--- config.mk ---
export PLATFORM = sky130hd
export DESIGN_NAME = ysyx_23060136_mem_lsu
export DESIGN_NICKNAME = d
export VERILOG_FILES = /design/src/rtl/ysyx_23060136_mem_lsu.sv
export SDC_FILE = /design/constraint.sdc
export NUM_CORES = 1
export LEC_CHECK = 0
export CORE_UTILIZATION = 42
export CTS_BUF_LIST = sky130_fd_sc_hd__clkbuf_4 sky130_fd_sc_hd__clkbuf_8
export CTS_CLUSTER_SIZE = 20
export DETAILED_ROUTE_END_ITERATION = 12
export PLACE_DENSITY = 0.82
export SLEW_MARGIN = 10
export SYNTH_ARGS = -nofsm -noshare
export SYNTH_HDL_FRONTEND = slang
export SYNTH_SLANG_ARGS = --single-unit
export TNS_END_PERCENT = 100
--- constraint.sdc ---
create_clock -name clk -period 3.4 [get_ports clk]
set_clock_uncertainty 0.05 [all_clocks]
set_input_delay 0.34 -clock clk [delete_from_list [all_inputs] [get_ports clk]]
set_output_delay 0.34 -clock clk [all_outputs]
set_load 0.05 [all_outputs]
--- src/rtl/ysyx_23060136_mem_lsu.sv ---
// Load/store unit: one memory transaction at a time over a simple AR/R + W/B bus.
// Results (aligned and extended) are handed to WBU over a valid/ready handshake.
module ysyx_23060136_mem_lsu #(
    parameter int ADDR_W = 32
) (
    input  logic              clk,
    input  logic              rst,
    input  logic              EXU_valid,
    output logic              LSU_ready,
    input  logic [ADDR_W-1:0] EXU_ALU_ALUout,
    input  logic [31:0]       EXU_rs2_data,
    input  logic              EXU_load,
    input  logic              EXU_store,
    input  logic [2:0]        EXU_funct3,
    output logic [ADDR_W-1:0] LSU_addr,
    output logic              LSU_arvalid,
    input  logic              LSU_arready,
    input  logic              LSU_rvalid,
    input  logic [31:0]       LSU_rdata,
    input  logic [1:0]        LSU_rresp,
    output logic              LSU_rready,
    output logic              LSU_wvalid,
    output logic [31:0]       LSU_wdata,
    output logic [3:0]        LSU_wstrb,
    input  logic              LSU_wready,
    input  logic              LSU_bvalid,
    input  logic [1:0]        LSU_bresp,
    output logic              LSU_bready,
    output logic              LSU_valid,
    input  logic              WBU_ready,
    output logic [31:0]       LSU_result,
    output logic              LSU_err
);

    typedef enum logic [2:0] {
        IDLE    = 3'd0,
        RD_REQ  = 3'd1,
        RD_WAIT = 3'd2,
        WR_REQ  = 3'd3,
        WR_WAIT = 3'd4,
        DONE    = 3'd5
    } state_t;

    state_t     state_r;
    logic [2:0] funct3_r;
    logic [1:0] a_lo_r;
    logic       mem_s;
    logic       illegal_s;
    logic       misalign_s;

    function automatic logic [3:0] store_strb(input logic [2:0] f3, input logic [1:0] a_lo);
        case (f3[1:0])
            2'b00:   store_strb = 4'b0001 << a_lo;
            2'b01:   store_strb = 4'b0011 << {a_lo[1], 1'b0};
            2'b10:   store_strb = 4'b1111;
            default: store_strb = 4'b0000;
        endcase
    endfunction

    function automatic logic [31:0] store_data(input logic [2:0] f3, input logic [31:0] rs2);
        case (f3[1:0])
            2'b00:   store_data = {4{rs2[7:0]}};
            2'b01:   store_data = {2{rs2[15:0]}};
            2'b10:   store_data = rs2;
            default: store_data = 32'h0000_0000;
        endcase
    endfunction

    // Halfword lanes are always even-aligned here, so a byte-granular shift serves both widths.
    function automatic logic [31:0] load_extend(input logic [2:0] f3, input logic [1:0] a_lo,
                                                input logic [31:0] rdata);
        logic [31:0] sh;
        sh = rdata >> {a_lo, 3'b000};
        case (f3)
            3'b000:  load_extend = {{24{sh[7]}}, sh[7:0]};
            3'b100:  load_extend = {24'h00_0000, sh[7:0]};
            3'b001:  load_extend = {{16{sh[15]}}, sh[15:0]};
            3'b101:  load_extend = {16'h0000, sh[15:0]};
            3'b010:  load_extend = rdata;
            default: load_extend = 32'h0000_0000;
        endcase
    endfunction

    assign mem_s      = EXU_load | EXU_store;
    assign illegal_s  = (EXU_load & EXU_store) |
                        (mem_s & ((EXU_funct3 == 3'b011) | (EXU_funct3[2:1] == 2'b11)));
    assign misalign_s = mem_s & (((EXU_funct3[1:0] == 2'b01) & EXU_ALU_ALUout[0]) |
                                 ((EXU_funct3[1:0] == 2'b10) & (EXU_ALU_ALUout[1:0] != 2'b00)));

    // Control FSM; every bus and WBU output is a register updated here.
    always_ff @(posedge clk or posedge rst) begin
        if (rst) begin
            state_r     <= IDLE;
            funct3_r    <= 3'b000;
            a_lo_r      <= 2'b00;
            LSU_ready   <= 1'b1;
            LSU_addr    <= '0;
            LSU_arvalid <= 1'b0;
            LSU_rready  <= 1'b0;
            LSU_wvalid  <= 1'b0;
            LSU_wdata   <= 32'h0000_0000;
            LSU_wstrb   <= 4'b0000;
            LSU_bready  <= 1'b0;
            LSU_valid   <= 1'b0;
            LSU_result  <= 32'h0000_0000;
            LSU_err     <= 1'b0;
        end else begin
            case (state_r)
                IDLE: begin
                    if (EXU_valid && LSU_ready) begin
                        LSU_ready <= 1'b0;
                        funct3_r  <= EXU_funct3;
                        a_lo_r    <= EXU_ALU_ALUout[1:0];
                        if (!mem_s) begin
                            LSU_result <= 32'(EXU_ALU_ALUout);
                            LSU_err    <= 1'b0;
                            LSU_valid  <= 1'b1;
                            state_r    <= DONE;
                        end else if (illegal_s || misalign_s) begin
                            LSU_result <= 32'h0000_0000;
                            LSU_err    <= 1'b1;
                            LSU_valid  <= 1'b1;
                            state_r    <= DONE;
                        end else if (EXU_load) begin
                            LSU_addr    <= {EXU_ALU_ALUout[ADDR_W-1:2], 2'b00};
                            LSU_arvalid <= 1'b1;
                            state_r     <= RD_REQ;
                        end else begin
                            LSU_addr   <= {EXU_ALU_ALUout[ADDR_W-1:2], 2'b00};
                            LSU_wdata  <= store_data(EXU_funct3, EXU_rs2_data);
                            LSU_wstrb  <= store_strb(EXU_funct3, EXU_ALU_ALUout[1:0]);
                            LSU_wvalid <= 1'b1;
                            state_r    <= WR_REQ;
                        end
                    end
                end
                RD_REQ: begin
                    if (LSU_arready) begin
                        LSU_arvalid <= 1'b0;
                        LSU_rready  <= 1'b1;
                        state_r     <= RD_WAIT;
                    end
                end
                RD_WAIT: begin
                    if (LSU_rvalid) begin
                        LSU_rready <= 1'b0;
                        LSU_valid  <= 1'b1;
                        LSU_err    <= (LSU_rresp != 2'b00);
                        LSU_result <= (LSU_rresp != 2'b00) ? 32'h0000_0000
                                                           : load_extend(funct3_r, a_lo_r, LSU_rdata);
                        state_r    <= DONE;
                    end
                end
                WR_REQ: begin
                    if (LSU_wready) begin
                        LSU_wvalid <= 1'b0;
                        LSU_bready <= 1'b1;
                        state_r    <= WR_WAIT;
                    end
                end
                WR_WAIT: begin
                    if (LSU_bvalid) begin
                        LSU_bready <= 1'b0;
                        LSU_valid  <= 1'b1;
                        LSU_result <= 32'h0000_0000;
                        LSU_err    <= (LSU_bresp != 2'b00);
                        state_r    <= DONE;
                    end
                end
                DONE: begin
                    if (WBU_ready) begin
                        LSU_valid <= 1'b0;
                        LSU_ready <= 1'b1;
                        state_r   <= IDLE;
                    end
                end
                default: begin
                    state_r     <= IDLE;
                    LSU_ready   <= 1'b1;
                    LSU_arvalid <= 1'b0;
                    LSU_rready  <= 1'b0;
                    LSU_wvalid  <= 1'b0;
                    LSU_bready  <= 1'b0;
                    LSU_valid   <= 1'b0;
                end
            endcase
        end
    end

endmodule

==> run_results.csv, run 1 <==
group,metric,value,unit
power_and_ir_drop,clkPwrFrac,15.0,%
timing,finalHoldViolCount,0,
die,die_area,0.0151,mm²
placed_design,dpl_cell_area,0.00850,mm²
timing,rsz0062_at_grt,"no",
layout,instances_no_fill,1010,
die,num_rows,43,
critical_path,crit_start,"state_r[1]",
critical_path,cp.arrival,2.68,ns
logic_synthesis,yosysTopAreaCellShare,45.6,%
cts,worstSkewPairLatency,0.43,ns
die,chipHeight,123,µm
critical_path,cp.required,3.67,ns
logic_synthesis,syn_area_per_cell,9.97,µm²
layout,fillers,1159,
timing,worstMarginPinSlew,0.975,ns
layout,post-route-util,63.3,%
timing,fin_worst_hold_slack,0.285,ns
logic_synthesis,ys_top_cells_by_count,"dfrtp_1, nand2_1, o21ai_0",
placed_design,gp_congestion,0.887,
layout,area_growth,45.0,%
power_and_ir_drop,p_int,4.63,mW
critical_path,reg2reg_from,"state_r[1]",
timing,finalMaxSlewViolations,0,
critical_path,cp.depth,5,
cts,cts_tree,"done",
logic_synthesis,synthArstFlopShare,100,%
timing,fmax,0.415,GHz
critical_path,worstReg2RegEnd,"LSU_addr[9]",
timing,slew_headroom,35.0,%
timing,fin_tns_setup,0,ns
grt,grt_pass1_vias,5556,
cts,root_buffer,"clkbuf_8",
grt,track_usage,25.9,%
detailed_routing,routed_wl,19000,µm
timing,fin_ws,0.992,ns
placed_design,post-place-ws,0.819,ns
grt,grt_max_degree,68,
critical_path,cpPeakStageDelay,0.59,ns
detailed_routing,drt-initial-drc-count,426,
die,io_pins,220,
power_and_ir_drop,pwr-share-comb,57.4,%
logic_synthesis,ys_ff_latch,113,
power_and_ir_drop,switching_share,48.1,%
detailed_routing,viasPerCell,5.62,
critical_path,cp_cell_sequence,"nor3_1 > and2_1 > nand3_1 > buf_4 > mux2_2",
power_and_ir_drop,irDropWorstVdd,0.687,mV
logic_synthesis,syn_area,0.00615,mm²
power_and_ir_drop,p_per_area,1000,mW/mm²
critical_path,worst-setup-path-type,"flop to flop",
cts,cts_max_level,4,
logic_synthesis,yosysMostFrequentCell,"dfrtp_1",
layout,num_antenna_cells,0,
logic_synthesis,synth_cell_types,53,
logic_synthesis,synth_area_leaders,"dfrtp_1, mux2_2, o21ai_0",
layout,drive_above_1_share,14.3,%
critical_path,end_kind,"flop",
detailed_routing,dr.pass1.iters,5,
grt,grt_pass1_wl,29600,µm
hold_path,hold_path_class,"input pin to async pin",
timing,setup_viol,0,
cts,cts.sinks,113,
logic_synthesis,yosysTopAreaCell,"dfrtp_1",
cts,clk_pin_slew,0.07,ns
placed_design,dpl.hpwl,13600,µm
cts,post_cts_buffers,0,
critical_path,slowest_stage,"dfrtp_1",
logic_synthesis,yosys_warnings,0,
status,status,"completed",
die,initial_core_util,43.6,%
power_and_ir_drop,switchingPower,4.29,mW
logic_synthesis,ys.flop_type,"dfrtp_1",
timing,fin_crit_sh,70.8,%
detailed_routing,drc_errors,0,
timing,finalCriticalPeriod,2.41,ns
layout,nNetsFinal,930,
critical_path,startpoint_type,"flop",
critical_path,critical-path-top-delay-family,"simple AND/OR/NAND/NOR gates",
die,core,0.0141,mm²
logic_synthesis,synth_edf_count,0,
grt,overflow,0,
logic_synthesis,yosysSeqAreaShare,46.0,%
detailed_routing,final_antenna_net_count,0,
cts,hold_buffers,0,
cts,cts_buffer_depth,2,
critical_path,crit_path_max_fanout,20,
cts,cts_buffers,17,
power_and_ir_drop,p_leak,3.63,nW
detailed_routing,wl_per_cell,18.8,µm
grt,antenna_found_initial,0,
power_and_ir_drop,seqPwrFrac,27.6,%
placed_design,port_buffers,217,
detailed_routing,via_count,5680,
critical_path,reg2reg_depth,5,
job,drv_cap,0,
critical_path,crit_buf_inv,1,
die,die_width,123,µm
power_and_ir_drop,power.total,8.92,mW
placed_design,placed_cells,978,
critical_path,r2r_slack,0.99,ns
layout,final_cell_area,0.00892,mm²
logic_synthesis,synth_cells,617,
cts,ctsResizeCount,0,
critical_path,worstSetupEndpoint,"LSU_addr[9]",
## how the worst min path moves through the flow
stage,start,end,slack [ns],cells after the start
finish,rst,LSU_addr[29],0.28,2
floorplan,EXU_rs2_data[0],LSU_wdata[0],0.43,2
global route,rst,LSU_addr[26],0.33,2
global placement,LSU_wdata[30],LSU_wdata[30],0.41,2
CTS,rst,LSU_addr[26],0.28,2
detailed placement,LSU_valid,LSU_valid,0.42,1
## power by group through the flow
stage	registers, mW	logic, mW	clock network (mW)
detailed placement	2.46	5.11	0
CTS	2.45	5.13	1.36
global route	2.55	5.39	1.41
finish	2.46	5.12	1.34
global placement	2.45	5.05	0
floorplan	4.15	1.70	0
## cell usage in the layout (no fill, tap or decap), types with 4 or more instances in the layout
cell and n:
o2bb2ai_1 17, a41oi_2 10, inv_1 14, buf_4 18
a21oi_1 37, o21ai_0 64, nor2b_1 13, nand3_1 4
clkbuf_8 20, clkinv_2 6, a41oi_1 6, a31oi_1 42
mux4_2 7, a211oi_1 8, mux2_2 38, nand2_1 66
o22ai_1 4, dfrtp_1 112, mux2i_1 19, nor2_1 17
a22oi_1 14, clkdlybuf4s50_1 217, and2_1 27
## layout make-up
type	count	area [µm²]	area share [%]
clock buffers	21	283	3.17
multi-input cells	432	3040	34.0
repair buffers	237	2350	26.3
clock inverters	11	135	1.52
flip-flops and latches	113	2830	31.7
inverters	16	62.6	0.701
well taps	180	225	2.53
## registers in the layout (all words and copies together) (netlist names), 2 cells and up
name        cells
LSU_result     32
LSU_wdata      32
LSU_addr       30
LSU_wstrb       4
funct3_r        3
state_r         3
a_lo_r          2
## logic make-up (layout without fill, tap and decap cells)
| logic type | after synthesis | after routing | share of synthesized area [%] |
|---|---|---|---|
| buffers and inverters | 73 | 285 | 4.96 |
| xor gates and xnor gates | 2 | 2 | 0.285 |
| and+or+nand+nor | 148 | 148 | 12.7 |
| muxes | 64 | 64 | 12.6 |
| DFF | 113 | 113 | 46.0 |
| other | 1 | 2 | 0.0610 |
| AOI/OAI and AO/OA | 216 | 216 | 23.3 |
## metal layers
layer	track usage (%)	up-vias	part of all wire (%)
li1	-	2658	-
met4	11.1	0	3.2
met5	0	-	0
met2	39.8	234	46
met1	35.4	2746	44
met3	5.54	42	7.0
Power figures use the tool's default switching activity.
==> run 2: changes to the inputs <==
--- a/config.mk
+++ b/config.mk
@@ -5,11 +5,11 @@
 export SDC_FILE = /design/constraint.sdc
 export NUM_CORES = 1
 export LEC_CHECK = 0
-export CORE_UTILIZATION = 42
+export CORE_UTILIZATION = 47
 export CTS_BUF_LIST = sky130_fd_sc_hd__clkbuf_4 sky130_fd_sc_hd__clkbuf_8
 export CTS_CLUSTER_SIZE = 20
 export DETAILED_ROUTE_END_ITERATION = 12
-export PLACE_DENSITY = 0.82
+export PLACE_DENSITY = 0.86
 export SLEW_MARGIN = 10
 export SYNTH_ARGS = -nofsm -noshare
 export SYNTH_HDL_FRONTEND = slang
==> constraint.sdc (replaced) <==
create_clock -name clk -period 2.4 [get_ports clk]
set_clock_uncertainty 0.05 [all_clocks]
set_input_delay 0.24 -clock clk [delete_from_list [all_inputs] [get_ports clk]]
set_output_delay 0.24 -clock clk [all_outputs]
set_load 0.05 [all_outputs]
==> run_results.csv, run 2 (synthesis gave the netlist of run 1 again) <==
group,metric,value,unit
status,status,"completed",
detailed_routing,wl_per_cell,19.2,µm
die,initial_core_util,48.5,%
layout,nNetsFinal,940,
timing,fin_crit_sh,90.7,%
timing,finalHoldViolCount,0,
critical_path,worst-setup-path-type,"flop to flop",
die,die_width,116,µm
placed_design,port_buffers,217,
cts,clk_pin_slew,0.07,ns
critical_path,reg2reg_from,"state_r[2]",
critical_path,cp.required,2.70,ns
power_and_ir_drop,irDropWorstVdd,1.13,mV
cts,worstSkewPairLatency,0.43,ns
cts,cts_tree,"done",
critical_path,cp.arrival,2.48,ns
timing,finalMaxSlewViolations,0,
job,drv_cap,0,
critical_path,cp_cell_sequence,"nor3_1 > o211ai_1 > and3_1 > buf_12 > a41oi_1",
timing,worstMarginPinSlew,0.645,ns
timing,fin_tns_setup,0,ns
cts,cts_buffer_depth,2,
die,chipHeight,116,µm
cts,ctsResizeCount,0,
timing,slew_headroom,57.0,%
cts,cts.sinks,113,
layout,area_growth,45.8,%
grt,grt_max_degree,114,
die,core,0.0127,mm²
grt,track_usage,30.1,%
detailed_routing,dr.pass1.iters,5,
grt,overflow,0,
cts,root_buffer,"clkbuf_8",
die,io_pins,220,
detailed_routing,drc_errors,0,
timing,finalCriticalPeriod,2.18,ns
detailed_routing,routed_wl,19500,µm
cts,cts_buffers,17,
critical_path,startpoint_type,"flop",
timing,setup_viol,0,
layout,drive_above_1_share,15.4,%
timing,fmax,0.459,GHz
hold_path,hold_path_class,"input pin to async pin",
grt,grt_pass1_wl,30800,µm
die,die_area,0.0135,mm²
power_and_ir_drop,p_leak,3.68,nW
layout,top_regs,"LSU_result: 32 flops, LSU_wdata: 32 flops, LSU_addr: 30 flops",
cts,hold_buffers,0,
layout,final_common_cell,"clkdlybuf4s50_1",
critical_path,crit_path_max_fanout,31,
grt,grt_pass1_vias,5965,
cts,cts_max_level,4,
power_and_ir_drop,p_per_area,1410,mW/mm²
critical_path,cpPeakStageDelay,0.58,ns
layout,final_cell_mix,"clkdlybuf4s50_1, dfrtp_1, nand2_1",
die,num_rows,41,
detailed_routing,via_count,5890,
timing,rsz0062_at_grt,"no",
timing,fin_worst_hold_slack,0.227,ns
layout,num_antenna_cells,0,
detailed_routing,viasPerCell,5.82,
placed_design,dpl.hpwl,13900,µm
power_and_ir_drop,power.total,12.6,mW
critical_path,crit_start,"state_r[2]",
placed_design,gp_congestion,0.978,
critical_path,slowest_stage,"dfrtp_1",
detailed_routing,drt-initial-drc-count,611,
detailed_routing,final_antenna_net_count,0,
cts,post_cts_buffers,0,
critical_path,end_kind,"flop",
grt,antenna_found_initial,0,
layout,fillers,933,
## run 2: worst max-delay path, delay by kind of cell (launching register included)
family,cells,cell delay [ns]
simple gates,2,0.80
compound gates,2,0.46
flops,1,0.58
buf+inv,1,0.20
## run 2: where the power goes
group | leakage, nW | switching [mW] | internal (mW)
clock | 0.204 | 0.747 | 0.946
combinational | 2.06 | 4.79 | 2.79
sequential | 1.42 | 0.595 | 2.76
total | 3.68 | 6.13 | 6.50
## run 2: stage by stage
stage	util (%)	worst slack [ns]	instances	instance area [µm²]
final	70.8	0.222	1012	8960
after CTS	70.8	0.239	1012	8960
after floorplan	-	0.433	618	6160
after global routing	70.8	0.0803	1012	8960
after global placement	67.8	0.241	980	8590
after detailed placement	67.8	0.171	980	8590
## run 2: final cells by class
type / count / area (µm²) / area share, %
timing repair buffer: 247 / 2450 / 27.3
tap: 172 / 215 / 2.40
sequential: 113 / 2830 / 31.6
multi-input combinational: 432 / 3040 / 33.9
clock inverter: 7 / 60.1 / 0.670
clock buffer: 25 / 313 / 3.49
inverter: 16 / 63.8 / 0.712
## run 2: worst paths after layout
| kind | endpoint | slack (ns) | cells past startpoint |
|---|---|---|---|
| min | LSU_addr[23] | 0.23 | 3 |
| max in group asynchronous | LSU_addr[27] | 1.53 | 3 |
| max reg2reg | LSU_result[16] | 0.22 | 5 |
| min reg2reg | LSU_wstrb[3] | 0.43 | 2 |
| min in group clk | LSU_wdata[4] | 0.38 | 3 |
| max | LSU_result[16] | 0.22 | 5 |
## run 2: layer usage
layer / up-vias / track usage [%] / routed length [µm]
met2: 287 / 47.6 / 9440
met5: - / 0 / 0
met4: 0 / 15.3 / 780
met3: 66 / 7.27 / 1380
li1: 2679 / - / -
met1: 2858 / 38.4 / 7870
